===== config.mk =====
export PLATFORM = sky130hd
export DESIGN_NAME = vga_timing_gen
export DESIGN_NICKNAME = d
export VERILOG_FILES = /design/src/rtl/vga_timing_gen.sv
export SDC_FILE = /design/constraint.sdc
export NUM_CORES = 1
export LEC_CHECK = 0
export CAP_MARGIN = 20
export CORE_MARGIN = 1.5
export CORE_UTILIZATION = 52
export CTS_BUF_LIST = sky130_fd_sc_hd__clkbuf_16
export CTS_CLUSTER_DIAMETER = 30
export DETAILED_ROUTE_END_ITERATION = 12
export DONT_BUFFER_PORTS = 1
export PLACE_DENSITY = 0.73
export SLEW_MARGIN = 0
export SYNTH_ARGS = -nofsm -noshare
export SYNTH_HDL_FRONTEND = slang
export SYNTH_SLANG_ARGS = --single-unit

===== constraint.sdc =====
create_clock -name clk -period 6.9 [get_ports clk]
set_input_delay 2.07 -clock clk [delete_from_list [all_inputs] [get_ports clk]]
set_output_delay 2.07 -clock clk [all_outputs]
set_load 0.01 [all_outputs]

===== src/rtl/vga_timing_gen.sv =====
// Parametrised VGA raster timing generator: sync, display enable, pixel
// coordinates and line/frame strobes, all decoded from next-state counters.
module vga_timing_gen #(
    parameter int H_SYNC = 96,
    parameter int H_BP   = 48,
    parameter int H_DISP = 640,
    parameter int H_FP   = 16,
    parameter int V_SYNC = 2,
    parameter int V_BP   = 33,
    parameter int V_DISP = 480,
    parameter int V_FP   = 10,
    parameter int H_POL  = 0,
    parameter int V_POL  = 0,
    parameter int CW     = 11
) (
    input  logic          clk,
    input  logic          rst_n,
    input  logic          ce,
    input  logic          run,
    output logic          hsync,
    output logic          vsync,
    output logic          de,
    output logic [CW-1:0] pix_x,
    output logic [CW-1:0] pix_y,
    output logic          line_start,
    output logic          frame_start
);

    localparam int H_TOTAL = H_SYNC + H_BP + H_DISP + H_FP;
    localparam int V_TOTAL = V_SYNC + V_BP + V_DISP + V_FP;

    generate
        if (H_DISP == 0 || V_DISP == 0) begin : g_bad_disp
            $error("vga_timing_gen: H_DISP and V_DISP must be non-zero");
        end
        if (H_TOTAL > (1 << CW) || V_TOTAL > (1 << CW)) begin : g_bad_cw
            $error("vga_timing_gen: CW too narrow for the frame totals");
        end
    endgenerate

    localparam logic [CW-1:0] H_LAST = CW'(H_TOTAL - 1);
    localparam logic [CW-1:0] V_LAST = CW'(V_TOTAL - 1);
    localparam logic [CW-1:0] ONE    = CW'(1);

    // Region bounds carry one spare bit so a display region ending exactly at 2^CW still decodes.
    localparam logic [CW:0] H_SE = (CW+1)'(H_SYNC);
    localparam logic [CW:0] H_VB = (CW+1)'(H_SYNC + H_BP);
    localparam logic [CW:0] H_VE = (CW+1)'(H_SYNC + H_BP + H_DISP);
    localparam logic [CW:0] V_SE = (CW+1)'(V_SYNC);
    localparam logic [CW:0] V_VB = (CW+1)'(V_SYNC + V_BP);
    localparam logic [CW:0] V_VE = (CW+1)'(V_SYNC + V_BP + V_DISP);

    localparam logic HP = H_POL[0];
    localparam logic VP = V_POL[0];

    logic [CW-1:0] h_cnt, v_cnt;
    logic [CW-1:0] h_nxt, v_nxt;
    logic          adv, park;
    logic          h_vis, v_vis, hs_act, vs_act;

    always_comb begin
        adv   = ce & run;
        park  = ce & ~run;
        h_nxt = h_cnt;
        v_nxt = v_cnt;
        if (park) begin
            h_nxt = H_LAST;
            v_nxt = V_LAST;
        end else if (adv) begin
            if (h_cnt == H_LAST) begin
                h_nxt = '0;
                v_nxt = (v_cnt == V_LAST) ? '0 : v_cnt + ONE;
            end else begin
                h_nxt = h_cnt + ONE;
            end
        end
    end

    always_comb begin
        hs_act = {1'b0, h_nxt} < H_SE;
        vs_act = {1'b0, v_nxt} < V_SE;
        h_vis  = ({1'b0, h_nxt} >= H_VB) && ({1'b0, h_nxt} < H_VE);
        v_vis  = ({1'b0, v_nxt} >= V_VB) && ({1'b0, v_nxt} < V_VE);
    end

    // Outputs follow the position the counters move to on this edge, so no extra latency.
    always_ff @(posedge clk or negedge rst_n) begin
        if (!rst_n) begin
            h_cnt       <= H_LAST;
            v_cnt       <= V_LAST;
            hsync       <= ~HP;
            vsync       <= ~VP;
            de          <= 1'b0;
            pix_x       <= '0;
            pix_y       <= '0;
            line_start  <= 1'b0;
            frame_start <= 1'b0;
        end else begin
            h_cnt       <= h_nxt;
            v_cnt       <= v_nxt;
            line_start  <= 1'b0;
            frame_start <= 1'b0;
            if (park) begin
                hsync <= ~HP;
                vsync <= ~VP;
                de    <= 1'b0;
                pix_x <= '0;
                pix_y <= '0;
            end else if (adv) begin
                hsync       <= hs_act ? HP : ~HP;
                vsync       <= vs_act ? VP : ~VP;
                de          <= h_vis & v_vis;
                pix_x       <= h_vis ? h_nxt - H_VB[CW-1:0] : '0;
                pix_y       <= v_vis ? v_nxt - V_VB[CW-1:0] : '0;
                line_start  <= (h_nxt == '0);
                frame_start <= (h_nxt == '0) && (v_nxt == '0);
            end
        end
    end

endmodule


==> results list <==
- The flow ran to the end, and the final reports show no timing, DRC or antenna violations.
- For this run, the number of Yosys warnings is 0.
* CTS buffer count: 5
- Worst path buffer plus inverter count: 1
* Internal Pwr Total: 0.0006729 W
- Power spread over the standard cell area amounts to 354.9 nW/um2.
* Count of placed standard cells in the final layout, fillers left out: 370
* Vias in the first global route: 2308
- Post-detailed-route via-to-cell ratio: 6.462
- Share of the cycle needed by the critical path after routing: 69.80%
* FF+latch count, synth: 49
* Leading cell type in the layout, fill and taps excluded: dfrtp_1
- Max clock buf depth: 2
* Number of gates resized after cts: 0
- Cells along the critical path: nand2_1 -> nor4_4 -> o21ai_0 -> nand2_1 -> inv_1 -> ha_1 -> o41ai_1 -> a21oi_1 -> o21ai_1 -> o32ai_1
- Antenna violations before repair: 0
- The first global-routing pass estimated 11.87 mm of wire.
- Critical path arrival: 4.96 ns
- 1st-pass router iterations: 6
- Relative slew slack: 46.52%
- 31 I/O pins were placed.
* Sequential Power Share: 39.2%
- Hold-fix buffers at CTS: 0
* Proportion of layout cells with a drive suffix above 1: 11.74%
* Achievable clock frequency: 0.2076 GHz
* Gr usage total: 24.86%
* Clock slew at the register clock pins of the worst setup and hold paths: 0.07 ns
- The critical path in this run is classified as input pin to flop.
* Root buffer cell: clkbuf_16
- Layout overhead on the synthesized area: 6.474%
- The largest individual stage delay along the critical path comes from the cell nor4_4.
* CP required: 7.04 ns
- Remaining number of nets flagged by the antenna check after routing: 0
- Tightest Hold Check Type: flop to flop
- Multi-input logic area: 1539 um2
* Final hold slack: 0.5224 ns
- Broken down by cell family, the worst path's largest delay share belongs to compound AO/OA/AOI/OAI gates.
- The mapped netlist covers 2938 um2.
* Clk_skew: 0.006683 ns
- TritonCTS built the clock tree.
- The total count of max-transition violations in the final report is 0.
- Port buffering added 0 buffers.
- The library cells used most frequently in the layout, excluding fill and tap cells, are dfrtp_1 (37), inv_1 (26), nand2_1 (23), o2bb2ai_1 (18), nor2_1 (17).
- Maximum ir drop on the vdd rail: 0.2365 mV
- Along the worst path, the maximum fanout reaches 14.
* RSZ-0062 raised after global routing: no
- Routability-driven placement finished with a final weighted congestion of 0.9089.
* Distinct cells, synth: 58
- In the synthesized netlist the dominant register cell turns out to be dfrtp_1.
* Per-cell routed wire length: 19.28 um
* Total Wirelength: 7.132 mm
- The cell that appears most often on the critical path is nand2_1.
- The analysis attributes to net switching a power of 0.0004373 W.
- For this configuration, the core starts out at a cell density of 53.68%.
* Hold Path Cell Cnt: 2
- The worst register-to-register path has a depth of 10.
* Via Count: 2391
* Largest net degree at the start of global routing: 50
- Counting buffers and inverters, the worst setup path is 10 cells deep.
- Overflow left after global routing: 0
- After floorplanning, the core was divided into 27 placement rows.
- Summing the sequential cell areas from Yosys gives 42.25% of the chip area.
* Post-Syn Nets: 314
* Aggregate negative setup slack: 0 ns
- The region available for standard cell placement spans 5473 um2.
* Total number of H-tree levels: 2
- Synthesized instance count: 301
- Die outline width: 78.17 um
- Leakage: 1.327 nW
- Net switching is 39.39% of the power.
- The tool flagged a number of max-cap violations equal to 0.
- Clock group share of total power: 24.5%
* Number of DRC markers after the initial detailed-route iteration: 199
- Clk_lat worst skew: 0.29 ns
- Combinational cells account for 36.3% of the total power.
- For this design, the sink count on the clock tree is 49.
- Biggest cell delay along the critical path: 0.74 ns
- Hpwl dp: 5.013 mm
- Share of flip-flops with an asynchronous set or reset: 100.0%
- The die is 78.17 um tall.
* Final Setup Violations: 0
- The worst setup path is launched from an input pin.
* Cell count after placement: 362
- Worst slew pin tran: 0.7938 ns
- Number of flops mapped to enable cells by yosys: 0
- The die covers 6110 um2.
* Sequential cell area: 1241 um2
- Post-CTS setup buffer count: 0
- After the last flow step, the layout net total stands at 310.
- Filler Cells Inserted: 493
- Final Critical Period: 4.816 ns
- Post-detailed-route DRC marker count: 0
- The repair_antennas step left the layout with diodes totalling 0.
- The average instance in the mapped netlist occupies 9.760 um2.
* Worst Setup End Kind: flop
* Endpoints failing hold: 0
[cell usage after synthesis, types with 3 or more instances]
cell type  instances  area [um2]
dfrtp_1           37       925.9
inv_1             25       93.84
nand2_1           23       86.33
o2bb2ai_1         18       157.7
nor2_1            17       63.81
nand3_1           16       80.08
xnor2_1           14       122.6
o21ai_0           13       65.06
dfstp_2           12       315.3
ha_1               9       112.6
or4_1              8       60.06
a21oi_1            7       35.03
nor3_1             7       35.03
o31ai_1            7       52.55
and3_1             6       37.54
nand4_1            6       37.54
clkbuf_1           5       18.77
xor2_1             5       43.79
and2_1             3       18.77
buf_2              3       15.01
nand2b_1           3       18.77
o211ai_1           3       22.52
o32ai_1            3       26.28
o41ai_1            3       26.28
or2_2              3       18.77
[registers in the layout, summed over array words and instances, names as in the netlist]
| name | count |
|---|---|
| pix_y | 11 |
| v_cnt | 11 |
| line_start | 1 |
| hsync | 1 |
| pix_x | 11 |
| vsync | 1 |
| h_cnt | 11 |
| de | 1 |
| frame_start | 1 |
[tightest hold or removal path, cell delays in order, from the launching register on]
cell	delay (ns)
dfstp_2	0.39
nor2_1	0.08
a21oi_1	0.05
[stage by stage]
| stage | utilization (%) | setup slack, ns | power, W | instance area [um2] |
|---|---|---|---|---|
| detailed placement | 54.16 | 1.795 | 0.0008296 | 2964 |
| finish | 57.16 | 2.084 | 0.001110 | 3128 |
| floorplan | - | 2.351 | 0.0007456 | 2938 |
| CTS | 57.16 | 2.082 | 0.001105 | 3128 |
| global placement | 54.16 | 1.930 | 0.0008285 | 2964 |
| global route | 57.16 | 1.708 | 0.001176 | 3128 |
[final timing paths]
| path | start | endpoint | slack, ns |
|---|---|---|---|
| hold reg to reg | hsync | hsync | 0.52 |
| max in group asynchronous | rst_n | h_cnt[1] | 5.23 |
| setup reg to reg | h_cnt[2] | pix_y[10] | 2.88 |
| hold / removal | hsync | hsync | 0.52 |
| setup / recovery | run | pix_y[10] | 2.08 |
| min in group asynchronous | rst_n | pix_x[6] | 1.48 |
[area by class of cell]
type | count | area share (%)
inverter | 25 | 3.000
tap | 72 | 2.880
sequential | 49 | 39.68
multi-input combinational | 216 | 49.20
clock inverter | 3 | 1.240
clock buffer | 5 | 4.000
[cells by family after synthesis]
family | count (synthesis) | synth area share [%]
AOI/OAI and AO/OA | 76 | 20.53
xor gates and xnor gates | 19 | 5.664
adders and majority gates | 9 | 3.833
buffers and inverters | 36 | 5.366
DFF | 49 | 42.25
muxes | 1 | 0.3407
and+or+nand+nor | 111 | 22.02
[layer usage]
| metal | GRT usage [%] | wire [um] | up-vias |
|---|---|---|---|
| met5 | 0 | 0 | - |
| met4 | 6.607 | 123 | 0 |
| met3 | 5.814 | 455 | 12 |
| met2 | 37.04 | 3207 | 89 |
| met1 | 36.36 | 3346 | 1182 |
| li1 | - | - | 1108 |
[power by group through the flow]
stage	clock [W]	sequential [W]	combinational [W]
2_1_floorplan	0	0.000419	0.000327
3_3_place_gp	0	0.000435	0.000394
3_5_place_dp	0	0.000437	0.000393
4_1_cts	0.000274	0.000433	0.000397
5_1_grt	0.000286	0.000442	0.000448
6_report	0.000272	0.000435	0.000403
Power figures use the tool's default switching activity.
